--- src/rtl/pci_defs.sv ---
// Shared definitions for the PCI initiator: FSM state encoding, completion kinds,
// PCI memory command codes and parameter defaults.
package pci_defs;

  typedef enum logic [2:0] {
    StIdle,
    StReq,
    StAddr,
    StData,
    StTurn,
    StBackoff
  } state_e;

  // Outcome of the data phase, carried through the turnaround cycle.
  typedef enum logic [1:0] {
    DoneOk,
    DoneRetry,
    DoneAbort
  } done_e;

  localparam logic [3:0] CMD_MEMRD = 4'b0110;
  localparam logic [3:0] CMD_MEMWR = 4'b0111;

  localparam int unsigned DEVSEL_TO_DEFAULT = 5;
  localparam int unsigned RETRIES_DEFAULT   = 15;

  function automatic logic [3:0] mem_cmd(input logic we);
    return we ? CMD_MEMWR : CMD_MEMRD;
  endfunction

endpackage

--- src/rtl/pci_parity_gen.sv ---
// PCI PAR generator: registers the even parity of AD and C/BE# so PAR appears one
// clock after the cycle it covers, and delays the AD output enable to match.
// Ports:
//   clk_i, rst_ni  PCI clock, asynchronous active-low reset
//   ad_i, cbe_i    AD / C/BE# values driven this cycle
//   ad_oe_i        this block drives AD this cycle
//   par_o          parity of the previous cycle's AD and C/BE#
//   par_oe_o       PAR output enable (previous cycle's AD enable)
module pci_parity_gen (
  input  logic        clk_i,
  input  logic        rst_ni,
  input  logic [31:0] ad_i,
  input  logic [3:0]  cbe_i,
  input  logic        ad_oe_i,
  output logic        par_o,
  output logic        par_oe_o
);

  logic par_q;
  logic par_oe_q;

  always_ff @(posedge clk_i or negedge rst_ni) begin
    if (!rst_ni) begin
      par_q    <= 1'b0;
      par_oe_q <= 1'b0;
    end else begin
      par_q    <= ^{ad_i, cbe_i};
      par_oe_q <= ad_oe_i;
    end
  end

  assign par_o    = par_q;
  assign par_oe_o = par_oe_q;

endmodule

--- src/rtl/wb_pci_initiator.sv ---
// Single-data-phase PCI bus master. Accepts one local command at a time, requests
// the bus, runs the address phase and one data phase, and handles target retry,
// disconnect and master abort. Bus pins are presented as output/enable pairs; the
// pad ring owns the tri-states.
// Optional feature: define PCI_INITIATOR_PARITY_EN to add pci_par_o/pci_par_oe_o.
// Without it there are no parity ports and the top level ties PAR to high-Z.
// Ports:
//   pci_clk_i, pci_rst_ni          clock, asynchronous active-low reset
//   pci_gnt_ni / pci_req_no        arbiter grant / bus request
//   pci_*_ni, pci_ad_i             sampled bus controls and AD
//   pci_frame_no/oe, pci_irdy_no/oe, pci_ad_o/oe, pci_cbe_no/oe   driven bus signals
//   req_i, we_i, addr_i, be_i, dat_i   local command (held until ack_o)
//   dat_o, ack_o, err_o            completion: read data, done pulse, failure pulse
module wb_pci_initiator
  import pci_defs::*;
#(
  parameter int unsigned RETRIES   = RETRIES_DEFAULT,
  parameter int unsigned DEVSEL_TO = DEVSEL_TO_DEFAULT
) (
  input  logic        pci_clk_i,
  input  logic        pci_rst_ni,
  input  logic        pci_gnt_ni,
  output logic        pci_req_no,
  input  logic        pci_frame_ni,
  input  logic        pci_irdy_ni,
  input  logic        pci_trdy_ni,
  input  logic        pci_devsel_ni,
  input  logic        pci_stop_ni,
  input  logic [31:0] pci_ad_i,
  output logic        pci_frame_no,
  output logic        pci_frame_oe_o,
  output logic        pci_irdy_no,
  output logic        pci_irdy_oe_o,
  output logic [31:0] pci_ad_o,
  output logic        pci_ad_oe_o,
  output logic [3:0]  pci_cbe_no,
  output logic        pci_cbe_oe_o,
`ifdef PCI_INITIATOR_PARITY_EN
  output logic        pci_par_o,
  output logic        pci_par_oe_o,
`endif
  input  logic        req_i,
  input  logic        we_i,
  input  logic [29:0] addr_i,
  input  logic [3:0]  be_i,
  input  logic [31:0] dat_i,
  output logic [31:0] dat_o,
  output logic        ack_o,
  output logic        err_o
);

  localparam logic [2:0] DevselTo = 3'(DEVSEL_TO);
  localparam logic [3:0] RetryMax = 4'(RETRIES);

  state_e      state_q, state_d;
  done_e       done_q, done_d;
  logic [2:0]  cnt_q, cnt_d;
  logic [3:0]  retry_q, retry_d;
  logic        ack_q, ack_d;
  logic        err_q, err_d;
  logic [31:0] rdat_q, rdat_d;
  logic        accept;

  // Latched command; local inputs are ignored while a command is in flight.
  logic        we_q;
  logic [29:0] addr_q;
  logic [3:0]  be_q;
  logic [31:0] wdat_q;

  always_ff @(posedge pci_clk_i or negedge pci_rst_ni) begin
    if (!pci_rst_ni) begin
      state_q <= StIdle;
      done_q  <= DoneOk;
      cnt_q   <= '0;
      retry_q <= '0;
      ack_q   <= 1'b0;
      err_q   <= 1'b0;
      rdat_q  <= '0;
      we_q    <= 1'b0;
      addr_q  <= '0;
      be_q    <= '0;
      wdat_q  <= '0;
    end else begin
      state_q <= state_d;
      done_q  <= done_d;
      cnt_q   <= cnt_d;
      retry_q <= retry_d;
      ack_q   <= ack_d;
      err_q   <= err_d;
      rdat_q  <= rdat_d;
      if (accept) begin
        we_q   <= we_i;
        addr_q <= addr_i;
        be_q   <= be_i;
        wdat_q <= dat_i;
      end
    end
  end

  // Next-state logic. cnt_q times DEVSEL# in DATA and the idle clocks in BACKOFF.
  always_comb begin
    state_d = state_q;
    done_d  = done_q;
    cnt_d   = cnt_q;
    retry_d = retry_q;
    ack_d   = 1'b0;
    err_d   = 1'b0;
    rdat_d  = rdat_q;
    accept  = 1'b0;
    unique case (state_q)
      StIdle: begin
        // ack_q high means this is the completion cycle; req_i is still held then.
        if (req_i && !ack_q) begin
          accept  = 1'b1;
          retry_d = '0;
          state_d = StReq;
        end
      end
      StReq: begin
        if (!pci_gnt_ni && pci_frame_ni && pci_irdy_ni) begin
          state_d = StAddr;
        end
      end
      StAddr: begin
        cnt_d   = '0;
        state_d = StData;
      end
      StData: begin
        if (!pci_trdy_ni) begin
          // Covers disconnect-with-data too: STOP# alongside TRDY# still transfers.
          done_d  = DoneOk;
          state_d = StTurn;
          if (!we_q) begin
            rdat_d = pci_ad_i;
          end
        end else if (!pci_stop_ni) begin
          done_d  = DoneRetry;
          state_d = StTurn;
        end else if (pci_devsel_ni && (cnt_q == DevselTo)) begin
          done_d  = DoneAbort;
          state_d = StTurn;
        end else if (cnt_q != DevselTo) begin
          cnt_d = cnt_q + 3'd1;
        end
      end
      StTurn: begin
        if (done_q == DoneRetry) begin
          cnt_d   = '0;
          state_d = StBackoff;
        end else begin
          ack_d   = 1'b1;
          err_d   = (done_q == DoneAbort);
          state_d = StIdle;
        end
      end
      StBackoff: begin
        if (cnt_q == 3'd1) begin
          if (retry_q + 4'd1 == RetryMax) begin
            ack_d   = 1'b1;
            err_d   = 1'b1;
            retry_d = '0;
            state_d = StIdle;
          end else begin
            retry_d = retry_q + 4'd1;
            state_d = StReq;
          end
        end else begin
          cnt_d = cnt_q + 3'd1;
        end
      end
      default: state_d = StIdle;
    endcase
  end

  // Bus drive decoded straight from state so an asynchronous reset releases the
  // bus without waiting for a clock.
  always_comb begin
    pci_req_no     = 1'b1;
    pci_frame_no   = 1'b1;
    pci_frame_oe_o = 1'b0;
    pci_irdy_no    = 1'b1;
    pci_irdy_oe_o  = 1'b0;
    pci_ad_o       = '0;
    pci_ad_oe_o    = 1'b0;
    pci_cbe_no     = 4'hF;
    pci_cbe_oe_o   = 1'b0;
    unique case (state_q)
      StReq: pci_req_no = 1'b0;
      StAddr: begin
        pci_frame_no   = 1'b0;
        pci_frame_oe_o = 1'b1;
        pci_ad_o       = {addr_q, 2'b00};
        pci_ad_oe_o    = 1'b1;
        pci_cbe_no     = mem_cmd(we_q);
        pci_cbe_oe_o   = 1'b1;
      end
      StData: begin
        // FRAME# deasserted but still driven: this is the last data phase.
        pci_frame_oe_o = 1'b1;
        pci_irdy_no    = 1'b0;
        pci_irdy_oe_o  = 1'b1;
        pci_cbe_no     = ~be_q;
        pci_cbe_oe_o   = 1'b1;
        pci_ad_o       = wdat_q;
        pci_ad_oe_o    = we_q;
      end
      StTurn: pci_irdy_oe_o = 1'b1;
      default: ;
    endcase
  end

  assign dat_o = rdat_q;
  assign ack_o = ack_q;
  assign err_o = err_q;

`ifdef PCI_INITIATOR_PARITY_EN
  pci_parity_gen u_parity (
    .clk_i   (pci_clk_i),
    .rst_ni  (pci_rst_ni),
    .ad_i    (pci_ad_o),
    .cbe_i   (pci_cbe_no),
    .ad_oe_i (pci_ad_oe_o),
    .par_o   (pci_par_o),
    .par_oe_o(pci_par_oe_o)
  );
`endif

endmodule

--- config.mk ---
export PLATFORM = sky130hd
export DESIGN_NAME = wb_pci_initiator
export DESIGN_NICKNAME = d
export VERILOG_FILES = /design/src/rtl/pci_defs.sv /design/src/rtl/pci_parity_gen.sv /design/src/rtl/wb_pci_initiator.sv
export SDC_FILE = /design/constraint.sdc
export NUM_CORES = 1
export LEC_CHECK = 0
export CAP_MARGIN = 40
export CORE_ASPECT_RATIO = 1.5
export CORE_MARGIN = 2
export CORE_UTILIZATION = 41
export DETAILED_ROUTE_END_ITERATION = 8
export PLACE_DENSITY = 0.77
export SKIP_LAST_GASP = 1
export SYNTH_ARGS = -nofsm -noshare
export SYNTH_HDL_FRONTEND = slang
export SYNTH_SLANG_ARGS = --single-unit
--- constraint.sdc ---
create_clock -name pci_clk_i -period 1.7 [get_ports pci_clk_i]
set_input_delay 0.17 -clock pci_clk_i [delete_from_list [all_inputs] [get_ports pci_clk_i]]
set_output_delay 0.17 -clock pci_clk_i [all_outputs]
set_load 0.01 [all_outputs]
Word-level counts from Yosys, hierarchy flattened --
Cells that the tools add are included.
Storage, ports and cells: memory bits (writable) 0, latch bits 0, word-level logic and storage cells 94, memories kept 0, bits in read-only memories 0, register bits 113
Operators by class: equal/unequal tests 22, muxes and demuxes 40, divide/modulo/power cells 0, $lt $le $gt $ge 0, add/sub/neg operators 2, reduce and logical (&&, ||, !) cells 16, bitwise gates (word level) 3, multiply operators 0, shifts and indexed selects 0
Operators with widths (count):
- $pmux W32 S2 | 1
- $mux W3 | 13
- $ne A2 B2 Y1 const B | 9
- $pmux W3 S6 | 1
- $pmux W4 S2 | 2
- $mux W1 | 13
- $mux W4 | 3
- $pmux W3 S4 | 1
- $eq A3 B3 Y1 const B | 3
- $reduce_and A7 Y1 | 1
- $eq A3 B1 Y1 const B | 2
- $eq A3 B2 Y1 const B | 2
- $mux W2 | 3
- $pmux W1 S2 | 3
- $reduce_and A3 Y1 | 2
- $add A4 B1 Y4 const B | 1
- $eq A4 B4 Y1 const B | 1
- $logic_and A1 B1 Y1 | 4
- $ne A4 B4 Y1 const B | 1
- $not A4 Y4 | 1
- $reduce_and A4 Y1 | 1
- $reduce_bool A4 Y1 | 1
- $reduce_or A2 Y1 | 2
- $add A3 B1 Y3 const B | 1
- 9 further kinds | 11

Depth between registers and ports, before layout --
depth in word-level cells 6, mapped depth 8

Worst setup path before layout --
No wires, ideal clock.
path type register to register, start register state_q[0], end register rdat_q[10], in the netlist dat_o[10], stages on the path, launching flop included 9, required time 1.575 ns, data arrival time 1.691 ns, clock period less this slack 1.816 ns, path buffers 3, slack -0.116 ns, cell sequence dfrtp_1 > buf_6 > inv_4 > nor3_4 > inv_2 > or3_1 > buf_6 > buf_6 > mux2_4
Between the ends: longest elaborated chain between the ends 2
RTL lines:
- start: declaration | RTL line wb_pci_initiator.sv:55 | state_e state_q, state_d;
- start signal: assignment | RTL line wb_pci_initiator.sv:72 | state_q <= StIdle;
- start signal: assignment | RTL line wb_pci_initiator.sv:84 | state_q <= state_d;
- $eq A3 B2 Y1 | RTL line wb_pci_initiator.sv:110 | unique case (state_q)
- $reduce_and A3 Y1 (no line)
- end signal: assignment | RTL line wb_pci_initiator.sv:90 | rdat_q <= rdat_d;
- end: declaration | RTL line wb_pci_initiator.sv:61 | logic [31:0] rdat_q, rdat_d;
No other way between the ends. A chain may end at the register's enable or synchronous reset.

Worst setup path in the final report --
start register state_q[0], end register rdat_q[24], in the netlist dat_o[24]
The elaborated chain is that of the path after synthesis.

==> reports/results.ini <==
[outcome]
status = complete, but fails checks
violations = negative setup slack

[timing]
hold_viol = 0
final.period_utilization = 1.08
slew_violations = 0
final.setup.tns_ps = -4600
setup_viol = 107
worst_pin_slew_ps = 471
fin_skew_ps = 10.4
max_freq_mhz = 544
setup_ws_ps = -138
rsz0062_at_grt = yes
min_period_ps = 1840
relSlewSlack = 0.686

[pwr]
p_switching_mw = 4.86
p_leak_nw = 3.93
pwr-share-seq = 0.313
pwr-share-clk = 0.226
p_int_mw = 10.5
pwr-share-comb = 0.462
sw_frac_of_total = 0.317
cellPowerDensity_mw_per_mm2 = 1830
peakVddDrop_mv = 0.850

[drt]
drt_wl_total_microns = 15700
wire_per_inst_microns = 19.6
first_pass_iters = 5
vias = 4127
first_iter_violations = 131
via_per_inst = 5.13
ant_nets = 0
route.detailed.drc = 0

[setup_path]
worst_r2r_endpoint = dat_o[24]$_DFFE_PN0P_
endpoint_kind = register
reg2reg_slack_ps = -140
critPathLaunch = state_q[0]$_DFFE_PN0P_
path_max_fanout = 8
r2r_start = state_q[0]$_DFFE_PN0P_
r2r_cells = 7
arrival_ps = 2130
start_kind = register
critPathKind = reg2reg
crit_required_ps = 1990

[die]
rows = 50
initial_core_util = 0.417
core_area_sq_mm = 0.0124
ios = 185
die_area_sq_mm = 0.0136
die_y_microns = 142
die_w_microns = 95.9

[finish]
nets = 748
final_common_cell = clkdlybuf4s50_1
final_cell_mix = clkdlybuf4s50_1 (140), dfrtp_1 (111), mux2_2 (69)
drive_above_1_share = 0.392
areaGrowthSynthToFinish_pct = 61.5
final_core_util = 0.674
antennaDiodeCount = 0

[synth]
synth_cells = 395
syn_area_sq_mm = 0.00520
synth-seq-area-share = 0.544
avgSynthCellArea_sq_um = 13.2
syn_nets = 507
synthArstFlopShare = 1.00
synth.distinct_cells = 45
yosys_warnings = 0
ys.flop_type = dfrtp_1
synth-seq-cells = 113
synth_edf_count = 0

[flow_run]
max_cap_violations = 0

[clock_network]
cts-buffers-inserted = 17
cts_tree = yes
htree_num_levels = 4
clock_path_buffers = 2
clock-sinks = 113
clk_latency_ps = 410
clock-root-buffer = clkbuf_16
cts.clk_slew.worst_paths_ps = 60

[global_routing]
use_met1 = 0.221
overflow = 0
top_usage_layer = met2
antenna_found_initial = 0
gr-usage-all-layers = 0.220
grt_pass1_wl_microns = 22400
grt_use_met2 = 0.409
grt_max_degree = 43
use_met3 = 0.0749
grt_pass1_vias = 4532

[placement]
portBuffers = 184
dp_hpwl_microns = 9140
gp_congestion = 0.836

[min_path]
min_path_type = in2async

==> Yosys cell counts, types with 2 or more instances <==
| cell type | count | area share |
|---|---|---|
| dfrtp_1 | 113 | 0.54 |
| buf_6 | 5 | 0.011 |
| nand2b_1 | 4 | 0.0048 |
| buf_2 | 8 | 0.0077 |
| or3_1 | 2 | 0.0024 |
| nor3_1 | 3 | 0.0029 |
| ha_1 | 4 | 0.0096 |
| and3_1 | 2 | 0.0024 |
| buf_1 | 7 | 0.0051 |
| a21oi_1 | 4 | 0.0039 |
| o31ai_1 | 2 | 0.0029 |
| inv_1 | 6 | 0.0043 |
| o21ai_0 | 10 | 0.0096 |
| nand2_1 | 23 | 0.017 |
| nand3_1 | 6 | 0.0058 |
| a21o_1 | 3 | 0.0043 |
| o211a_1 | 2 | 0.0039 |
| nor2_1 | 35 | 0.025 |
| mux2i_1 | 30 | 0.058 |
| nor2b_1 | 2 | 0.0024 |
| mux2_2 | 69 | 0.15 |
| inv_2 | 3 | 0.0022 |
| mux2_4 | 30 | 0.087 |
==> layer usage <==
metal / up-vias / wire length (microns)
li1: 1865 / -
met1: 2077 / 5640
met2: 165 / 8880
met3: 20 / 982
met4: 0 / 218
met5: - / 0
==> what timing repair did <==
item / 4_1_cts / 5_1_grt
hold endpoints to repair: 30 / 0
buffers inserted: 13 / 15
resized for setup: 108 / 101
hold buffers: 1 / 0
pin swaps: 7 / 15
setup endpoints to repair: 142 / 139
gates cloned: 8 / 7
==> state kept, by name, indices dropped and copies added (netlist names) <==
signal   cells
done_q       2
state_q      3
dat_o       32
be_q         4
addr_q      30
cnt_q        3
wdat_q      32
retry_q      4
ack_o        1
err_o        1
we_q         1
==> stage by stage <==
stage,setup WS [ps],power [mW],std cells,instance area (sq um),hold slack (ps)
after global placement,-77.8,10.4,737,7360,141
after detailed placement,-108,10.6,737,7360,151
after global routing,-183,16.1,804,8390,302
after floorplan,-110,8.06,395,5210,-126
after CTS,-224,14.8,790,8250,257
final,-138,15.3,804,8390,264
==> cells by family after synthesis <==
logic type | share of synthesized area
AND/OR/NAND/NOR | 0.0749
adder cells (fa/ha/maj) | 0.00963
multiplexers | 0.294
buffers and inverters | 0.0335
flip-flops | 0.544
AO/OA/AOI/OAI | 0.0438
==> worst max-delay path, cell delays in order (launching register included) <==
cell	delay, ps
dfrtp_2	480
inv_4	60
nor3_4	150
inv_2	60
or3_4	380
buf_12	150
buf_12	140
mux2_4	300
==> worst max path at each step <==
stage | end | slack, ps | cells past startpoint
final | dat_o[24]$_DFFE_PN0P_ | -140 | 7
after global placement | pci_ad_o[2] | -80 | 5
after detailed placement | dat_o[18]$_DFFE_PN0P_ | -110 | 5
after floorplan | dat_o[12]$_DFFE_PN0P_ | -110 | 8
after global routing | dat_o[24]$_DFFE_PN0P_ | -180 | 7
after CTS | pci_ad_o[5] | -220 | 4
==> final cells by class <==
class,instances,area (sq um)
clock buffer,21,460
inverter,10,45.0
multi-input combinational,250,2310
tap,156,195
sequential,113,2830
fill,899,4060
timing repair buffer,244,2440
clock inverter,10,111
==> power groups by stage <==
stage	Combinational, mW	Clock (mW)	Sequential, mW
after floorplan	3.35	0	4.71
after global placement	5.72	0	4.67
after detailed placement	5.88	0	4.75
after CTS	6.55	3.51	4.74
after global routing	7.57	3.64	4.91
final	7.07	3.46	4.80
Power figures use the tool's default switching activity.
